===== config.mk =====
export PLATFORM = sky130hd
export DESIGN_NAME = mac_seq
export DESIGN_NICKNAME = d
export VERILOG_FILES = /design/src/rtl/mac_seq.sv
export SDC_FILE = /design/constraint.sdc
export NUM_CORES = 1
export LEC_CHECK = 0
export BUFFER_PORTS_ARGS = -buffer_cell sky130_fd_sc_hd__buf_4
export CAP_MARGIN = 5
export CORE_UTILIZATION = 44
export DETAILED_ROUTE_END_ITERATION = 12
export HOLD_SLACK_MARGIN = 0.02
export PLACE_DENSITY = 0.87
export SYNTH_ARGS = -nofsm -noshare
export SYNTH_HDL_FRONTEND = slang
export SYNTH_SLANG_ARGS = --single-unit

===== constraint.sdc =====
create_clock -name clk -period 1.9 [get_ports clk]
set_input_delay 0.285 -clock clk [delete_from_list [all_inputs] [get_ports clk]]
set_output_delay 0.285 -clock clk [all_outputs]
set_load 0.1 [all_outputs]

===== src/rtl/mac_seq.sv =====
// rtl/mac_seq.sv - operand sequencer and control initiator for one mac dot-product job (option: MAC_SEQ_REQUANT_EN)
module mac_seq #(
    parameter int IN_WIDTH   = 8,
    parameter int OUT_WIDTH  = 22,
    parameter int ADDR_WIDTH = 8,
    parameter int SHIFT      = 8
) (
    input  logic                  clk,
    input  logic                  rst_mem,
    input  logic                  start,
    input  logic [ADDR_WIDTH-1:0] len,
    input  logic [ADDR_WIDTH-1:0] img_base,
    input  logic [ADDR_WIDTH-1:0] wgt_base,
    output logic                  mem_rd_en,
    output logic [ADDR_WIDTH-1:0] img_addr,
    output logic [ADDR_WIDTH-1:0] wgt_addr,
    input  logic [IN_WIDTH-1:0]   img_rdata,
    input  logic [IN_WIDTH-1:0]   wgt_rdata,
    output logic                  mac_rst_mem,
    output logic                  mac_mul_en,
    output logic                  mac_ac_en,
    output logic [IN_WIDTH-1:0]   mac_img,
    output logic [IN_WIDTH-1:0]   mac_weight,
    input  logic [OUT_WIDTH-1:0]  mac_acc,
    output logic                  busy,
    output logic                  out_valid,
    input  logic                  out_ready,
    output logic [OUT_WIDTH-1:0]  result
);

    typedef enum logic [2:0] {
        S_IDLE  = 3'd0,
        S_CLEAR = 3'd1,
        S_RUN   = 3'd2,
        S_DRAIN = 3'd3,
        S_HOLD  = 3'd4
    } state_t;

    state_t                state_q, state_d;
    logic [ADDR_WIDTH-1:0] len_q;
    logic [ADDR_WIDTH-1:0] img_base_q;
    logic [ADDR_WIDTH-1:0] wgt_base_q;
    logic [ADDR_WIDTH-1:0] cnt_q;
    logic [1:0]            drain_q;
    logic                  mul_en_q;
    logic                  ac_en_q;
    logic [OUT_WIDTH-1:0]  result_q;
    logic [OUT_WIDTH-1:0]  acc_f;

    logic run_last;
    logic drain_last;

    assign run_last   = (cnt_q == (len_q - ADDR_WIDTH'(1)));
    assign drain_last = (drain_q == 2'd2);

`ifdef MAC_SEQ_REQUANT_EN
    localparam logic [OUT_WIDTH-1:0] SAT_MAX = OUT_WIDTH'((1 << IN_WIDTH) - 1);
    logic [OUT_WIDTH-1:0] acc_shifted;

    assign acc_shifted = mac_acc >> SHIFT;
    assign acc_f       = (acc_shifted > SAT_MAX) ? SAT_MAX : acc_shifted;
`else
    assign acc_f = mac_acc;
`endif

    // State register: reset from any state returns to IDLE, discarding the job
    always_ff @(posedge clk) begin
        if (rst_mem) begin
            state_q <= S_IDLE;
        end else begin
            state_q <= state_d;
        end
    end

    // Next-state logic: CLEAR -> RUN (N cycles) -> DRAIN (3 cycles) -> HOLD until handshake
    always_comb begin
        state_d = state_q;
        case (state_q)
            S_IDLE:  if (start) state_d = S_CLEAR;
            S_CLEAR: state_d = (len_q != '0) ? S_RUN : S_DRAIN;
            S_RUN:   if (run_last) state_d = S_DRAIN;
            S_DRAIN: if (drain_last) state_d = S_HOLD;
            S_HOLD:  if (out_ready) state_d = S_IDLE;
            default: state_d = S_IDLE;
        endcase
    end

    // Output decode: read strobe only in RUN, MAC cleared in CLEAR or while in reset
    always_comb begin
        mem_rd_en   = (state_q == S_RUN);
        busy        = (state_q != S_IDLE);
        out_valid   = (state_q == S_HOLD);
        mac_rst_mem = rst_mem | (state_q == S_CLEAR);
    end

    // Job parameters, RUN index, DRAIN counter and the captured result
    always_ff @(posedge clk) begin
        if (rst_mem) begin
            len_q      <= '0;
            img_base_q <= '0;
            wgt_base_q <= '0;
            cnt_q      <= '0;
            drain_q    <= '0;
            result_q   <= '0;
        end else begin
            if (state_q == S_IDLE && start) begin
                len_q      <= len;
                img_base_q <= img_base;
                wgt_base_q <= wgt_base;
            end
            case (state_q)
                S_CLEAR: begin
                    cnt_q   <= '0;
                    drain_q <= '0;
                end
                S_RUN: begin
                    cnt_q <= cnt_q + ADDR_WIDTH'(1);
                end
                S_DRAIN: begin
                    drain_q <= drain_q + 2'd1;
                    if (drain_last) begin
                        result_q <= acc_f;
                    end
                end
                default: ;
            endcase
        end
    end

    // Enable pipeline: read data arrives one cycle after the strobe, the product one cycle later
    always_ff @(posedge clk) begin
        if (rst_mem) begin
            mul_en_q <= 1'b0;
            ac_en_q  <= 1'b0;
        end else begin
            mul_en_q <= mem_rd_en;
            ac_en_q  <= mul_en_q;
        end
    end

    // Addresses wrap naturally at the address width
    assign img_addr   = img_base_q + cnt_q;
    assign wgt_addr   = wgt_base_q + cnt_q;
    assign mac_mul_en = mul_en_q;
    assign mac_ac_en  = ac_en_q;
    assign mac_img    = img_rdata;
    assign mac_weight = wgt_rdata;
    assign result     = result_q;

endmodule

# Yosys cells after proc, flatten, opt, wreduce, memory -nomap -nowiden
# Index checks and enable logic that the tools add are counted.
# totals
reg_bits,61
elab_cells,41
inputBits,66
output_inout_bits,60
# classes
bitwise_logic,1
reduce_logical,8
mux,8
eq_ne,10
addsub,5
# op_table
cell,count
$add A8 B8 Y8,2
$pmux W8 S2,1
$pmux W3 S5,1
$mux W3,4
$add A8 B1 Y8 const B,1
$eq A8 B8 Y1,1
$reduce_bool A8 Y1,1
$sub A8 B1 Y8 const B,1
$eq A3 B2 Y1 const B,2
$ne A2 B1 Y1 const B,2
$ne A2 B2 Y1 const B,2
$pmux W2 S2,1
$reduce_and A4 Y1,1
$reduce_bool A2 Y1,2
$eq A3 B1 Y1 const B,1
$eq A3 B3 Y1 const B,1
$logic_not A3 Y1,1
$reduce_bool A3 Y1,1
$add A2 B1 Y2 const B,1
$eq A2 B2 Y1 const B,1
$reduce_and A2 Y1,1
$logic_and A1 B1 Y1,1
$mux W1,1
$or A1 B1 Y1,1

# Depth between registers and ports, before layout
# logic_depth
ltp_word,4
depth_mapped,8
mapped_depth_nobuf,8

# Worst setup path after synthesis
# OpenSTA, ideal clock, no wires.
# synth_timing
path_type,register to output
from,register cnt_q[0]
to,output port img_addr[2]
path_slack_ns,-1.029
n_path_buf,0
arrival_ns,2.644
path_stages_with_launch,5
required_time_ns,1.615
cell_sequence,dfxtp_1 ha_1 inv_1 fa_1 xnor2_1
# synth_between
elab_chain_len,1
# synth_rtl
item,line_no,text
from (decl),43,logic [ADDR_WIDTH-1:0] cnt_q;
from (signal assigned),117,cnt_q <= cnt_q + ADDR_WIDTH'(1);
$add A8 B8 Y8,142,assign img_addr = img_base_q + cnt_q;
to (decl),15,"output logic [ADDR_WIDTH-1:0] img_addr,"
# No other way between the ends.

# Final worst setup path
# layout_timing
from,register cnt_q[1]
to,output port img_addr[7]
# The elaborated chain is that of the path after synthesis.

==> impl_metrics.tcl <==
set metrics [dict create \
    status "finished, violations left" \
    violations "negative setup slack" \
    ctsHoldBuffers 0 \
    syn-instance-count 422 \
    postRouteAntennaNets 0 \
    synth_area_per_cell_um2 7.64 \
    nNetsFinal 615 \
    synth_top_area_share_pct 37.9 \
    design.die.area_mm2 0.00767 \
    cts-root-buf "clkbuf_8" \
    cp_max_fo 4 \
    synth_edf_count 0 \
    reg2reg_depth 5 \
    skew_ns 0.0100 \
    synth.distinct_cells 39 \
    ff2ff_setup_slack_ns 0.09 \
    vias 3261 \
    diodes 0 \
    grt_max_degree 34 \
    rsz0062_at_grt "yes" \
    start_kind "flop" \
    hpwl_um 6330 \
    synth_seq_area_share_pct 37.9 \
    hold-path-cell-count 3 \
    tightest_slew_ns 0.437 \
    crit_type "reg2out" \
    synthFlopType "dfxtp_1" \
    fp.dieH_um 87.6 \
    port_buffers 93 \
    setup_slack_ns -0.613 \
    io_pins 126 \
    drive_gt1_share_pct 41.2 \
    clockBufferDepth 2 \
    min_to "result[11]" \
    netlist_top_cells_count "nand2_1, dfxtp_1, a21oi_1" \
    drt_iter0_drc 157 \
    ir_drop_uv 550 \
    fp.coreArea_mm2 0.00694 \
    htreeDepth 3 \
    clkLatencyLatePin_ns 0.34 \
    avgRoutedWirePerCell_um 14.7 \
    synthesis.nets 507 \
    syn_to_final_growth_pct 55.1 \
    synth-seq-cells 61 \
    clk_pin_slew_ns 0.07 \
    finalHoldViolCount 0 \
    dieWidth_um 87.6 \
    tns_ns -4.88 \
    post-route-util_pct 72.0 \
    power.density_mw_per_mm2 786 \
    period_share_pct 132 \
    crit_arrival_ns 2.23 \
    overflow 0 \
    start_util_pct 46.4 \
    routed_wl_um 9260 \
    finalCriticalPeriod_ns 2.51 \
    vias_per_cell 5.18 \
    p_leak_nw 2.11 \
    grt_usage_pct 26.4 \
    place_ws_ns -0.442 \
    remaining_drc_errors 0 \
    cp.required_ns 1.62 \
    timing.fmax_mhz 398 \
    antenna_found_initial 0 \
    maxSlewViolCount 0 \
    cts_tree "built" \
    dr.pass1.iters 4 \
    yosys_warnings 0 \
    gp_routability_congestion 0.877 \
    syn_area_mm2 0.00322 \
    clkSinkCount 61 \
    synth-async-reset-ratio_pct 0 \
    min-delay-start "mac_acc[11]" \
    cts_buffers 9 \
    synth.most_common_cell "nand2_1" \
    whs_ns 0.186 \
    setup_viol 14 \
    synth_area_leaders "dfxtp_1, nand2_1, a21oi_1" \
    r2r_start "len_q[3]" \
    cp-end-kind "primary output" \
    timing.rr.end "state_q[0]" \
    maxSlewHeadroom_pct 70.8 \
    hold_path_class "in2reg" \
    maxCapViolations 0 \
    n_fill_cell 479 \
    fp-row-count 30 \
    grt_pass1_vias 3429 \
    synth_top_area_cell "dfxtp_1" \
    grt_pass1_wl_um 15400 \
]
==> power by group <==
group / switching [mW] / internal, mW / total, mW
Combinational: 0.803 / 0.520 / 1.32
Clock: 0.493 / 0.706 / 1.20
Sequential: 0.0667 / 1.34 / 1.41
==> cell usage in the layout, fill, tap and decap left out, types with 3 or more instances in the layout <==
cell type	netlist	final
buf_4	16	115
xnor2_4	0	8
nand4_1	3	3
o211ai_1	3	3
a21o_1	3	3
ha_1	17	10
nor2_2	0	3
ha_4	0	7
buf_12	0	13
dfxtp_4	0	5
nand3_1	6	4
buf_6	0	7
nor3_1	8	7
xor2_1	4	4
nor2b_1	5	3
or4_4	0	3
dfxtp_1	61	49
inv_1	16	10
dfxtp_2	0	7
nor3b_1	3	3
nor2_4	0	3
or2_2	3	3
o21ai_0	7	5
nor2_1	27	21
nand2b_1	6	5
xnor2_1	17	9
clkinvlp_4	0	3
a21oi_1	59	57
clkbuf_8	0	12
nand2_1	105	104
==> cell type report <==
| cell class | count | area (µm²) | share of cell area [%] |
|---|---|---|---|
| multi-input cells | 307 | 2150 | 42.9 |
| flip-flops and latches | 61 | 1250 | 25.0 |
| repair buffers | 135 | 1200 | 24.0 |
| clock buffers | 12 | 165 | 3.30 |
| well taps | 96 | 120 | 2.40 |
| inverters | 16 | 73.8 | 1.48 |
| clock inverters | 3 | 43.8 | 0.876 |
==> worst max-delay path by stage <==
stage / from / endpoint / slack [ns] / cells after the start
floorplan: cnt_q[0] / wgt_addr[6] / -0.27 / 8
global placement: wgt_base_q[1] / wgt_addr[7] / -0.34 / 7
detailed placement: wgt_base_q[1] / wgt_addr[7] / -0.44 / 7
CTS: cnt_q[1] / img_addr[7] / -0.54 / 7
global route: cnt_q[1] / img_addr[7] / -0.66 / 7
finish: cnt_q[1] / img_addr[7] / -0.61 / 7
==> critical path, cell delays in order (launching register included) <==
cell and delay, ns:
dfxtp_4 0.38, ha_4 0.20, a21o_1 0.19, a211oi_2 0.26, nor2_2 0.12, o41ai_4 0.36, xnor2_4 0.18, buf_12 0.19
==> stage by stage <==
stage | area (µm²) | power (mW) | cells
after CTS | 4940 | 3.91 | 630
after global placement | 4480 | 2.58 | 612
after floorplan | 3590 | 2.46 | 422
after detailed placement | 4480 | 2.61 | 612
final | 5000 | 3.93 | 630
after global routing | 5000 | 4.10 | 630
==> sequential cells by signal, indices dropped and copies added (netlist names) <==
signal / cells
result: 22
img_base_q: 8
wgt_base_q: 8
mac_ac_en: 1
len_q: 8
cnt_q: 8
mac_mul_en: 1
drain_q: 2
state_q: 3
==> routing by layer <==
metal  vias to the layer above  global-route usage (%)  wire, µm
met2                       121                    48.4      4920
met5                         -                       0         0
met1                      1508                    27.4      3510
li1                       1602                       -         -
met3                        30                    7.45       487
met4                         0                    13.4       340
==> kinds of logic (layout without fill, tap and decap cells) <==
logic type	count (synthesis)	in the layout	share of synthesized area, %
AO/OA/AOI/OAI	82	82	14.2
XOR/XNOR	21	21	5.70
adder cells (fa/ha/maj)	19	19	7.84
buffers and inverters	54	166	8.15
flip-flops	61	61	37.9
multiplexers	4	4	1.36
AND/OR/NAND/NOR	181	181	24.9
==> timing repair <==
item                                   4_1_cts  5_1_grt
pin swaps                                   14       13
gates resized for setup                     56       17
endpoints found under the hold margin        0        0
setup endpoints to repair                   15       18
setup buffers                                4        4
Power figures use the tool's default switching activity.
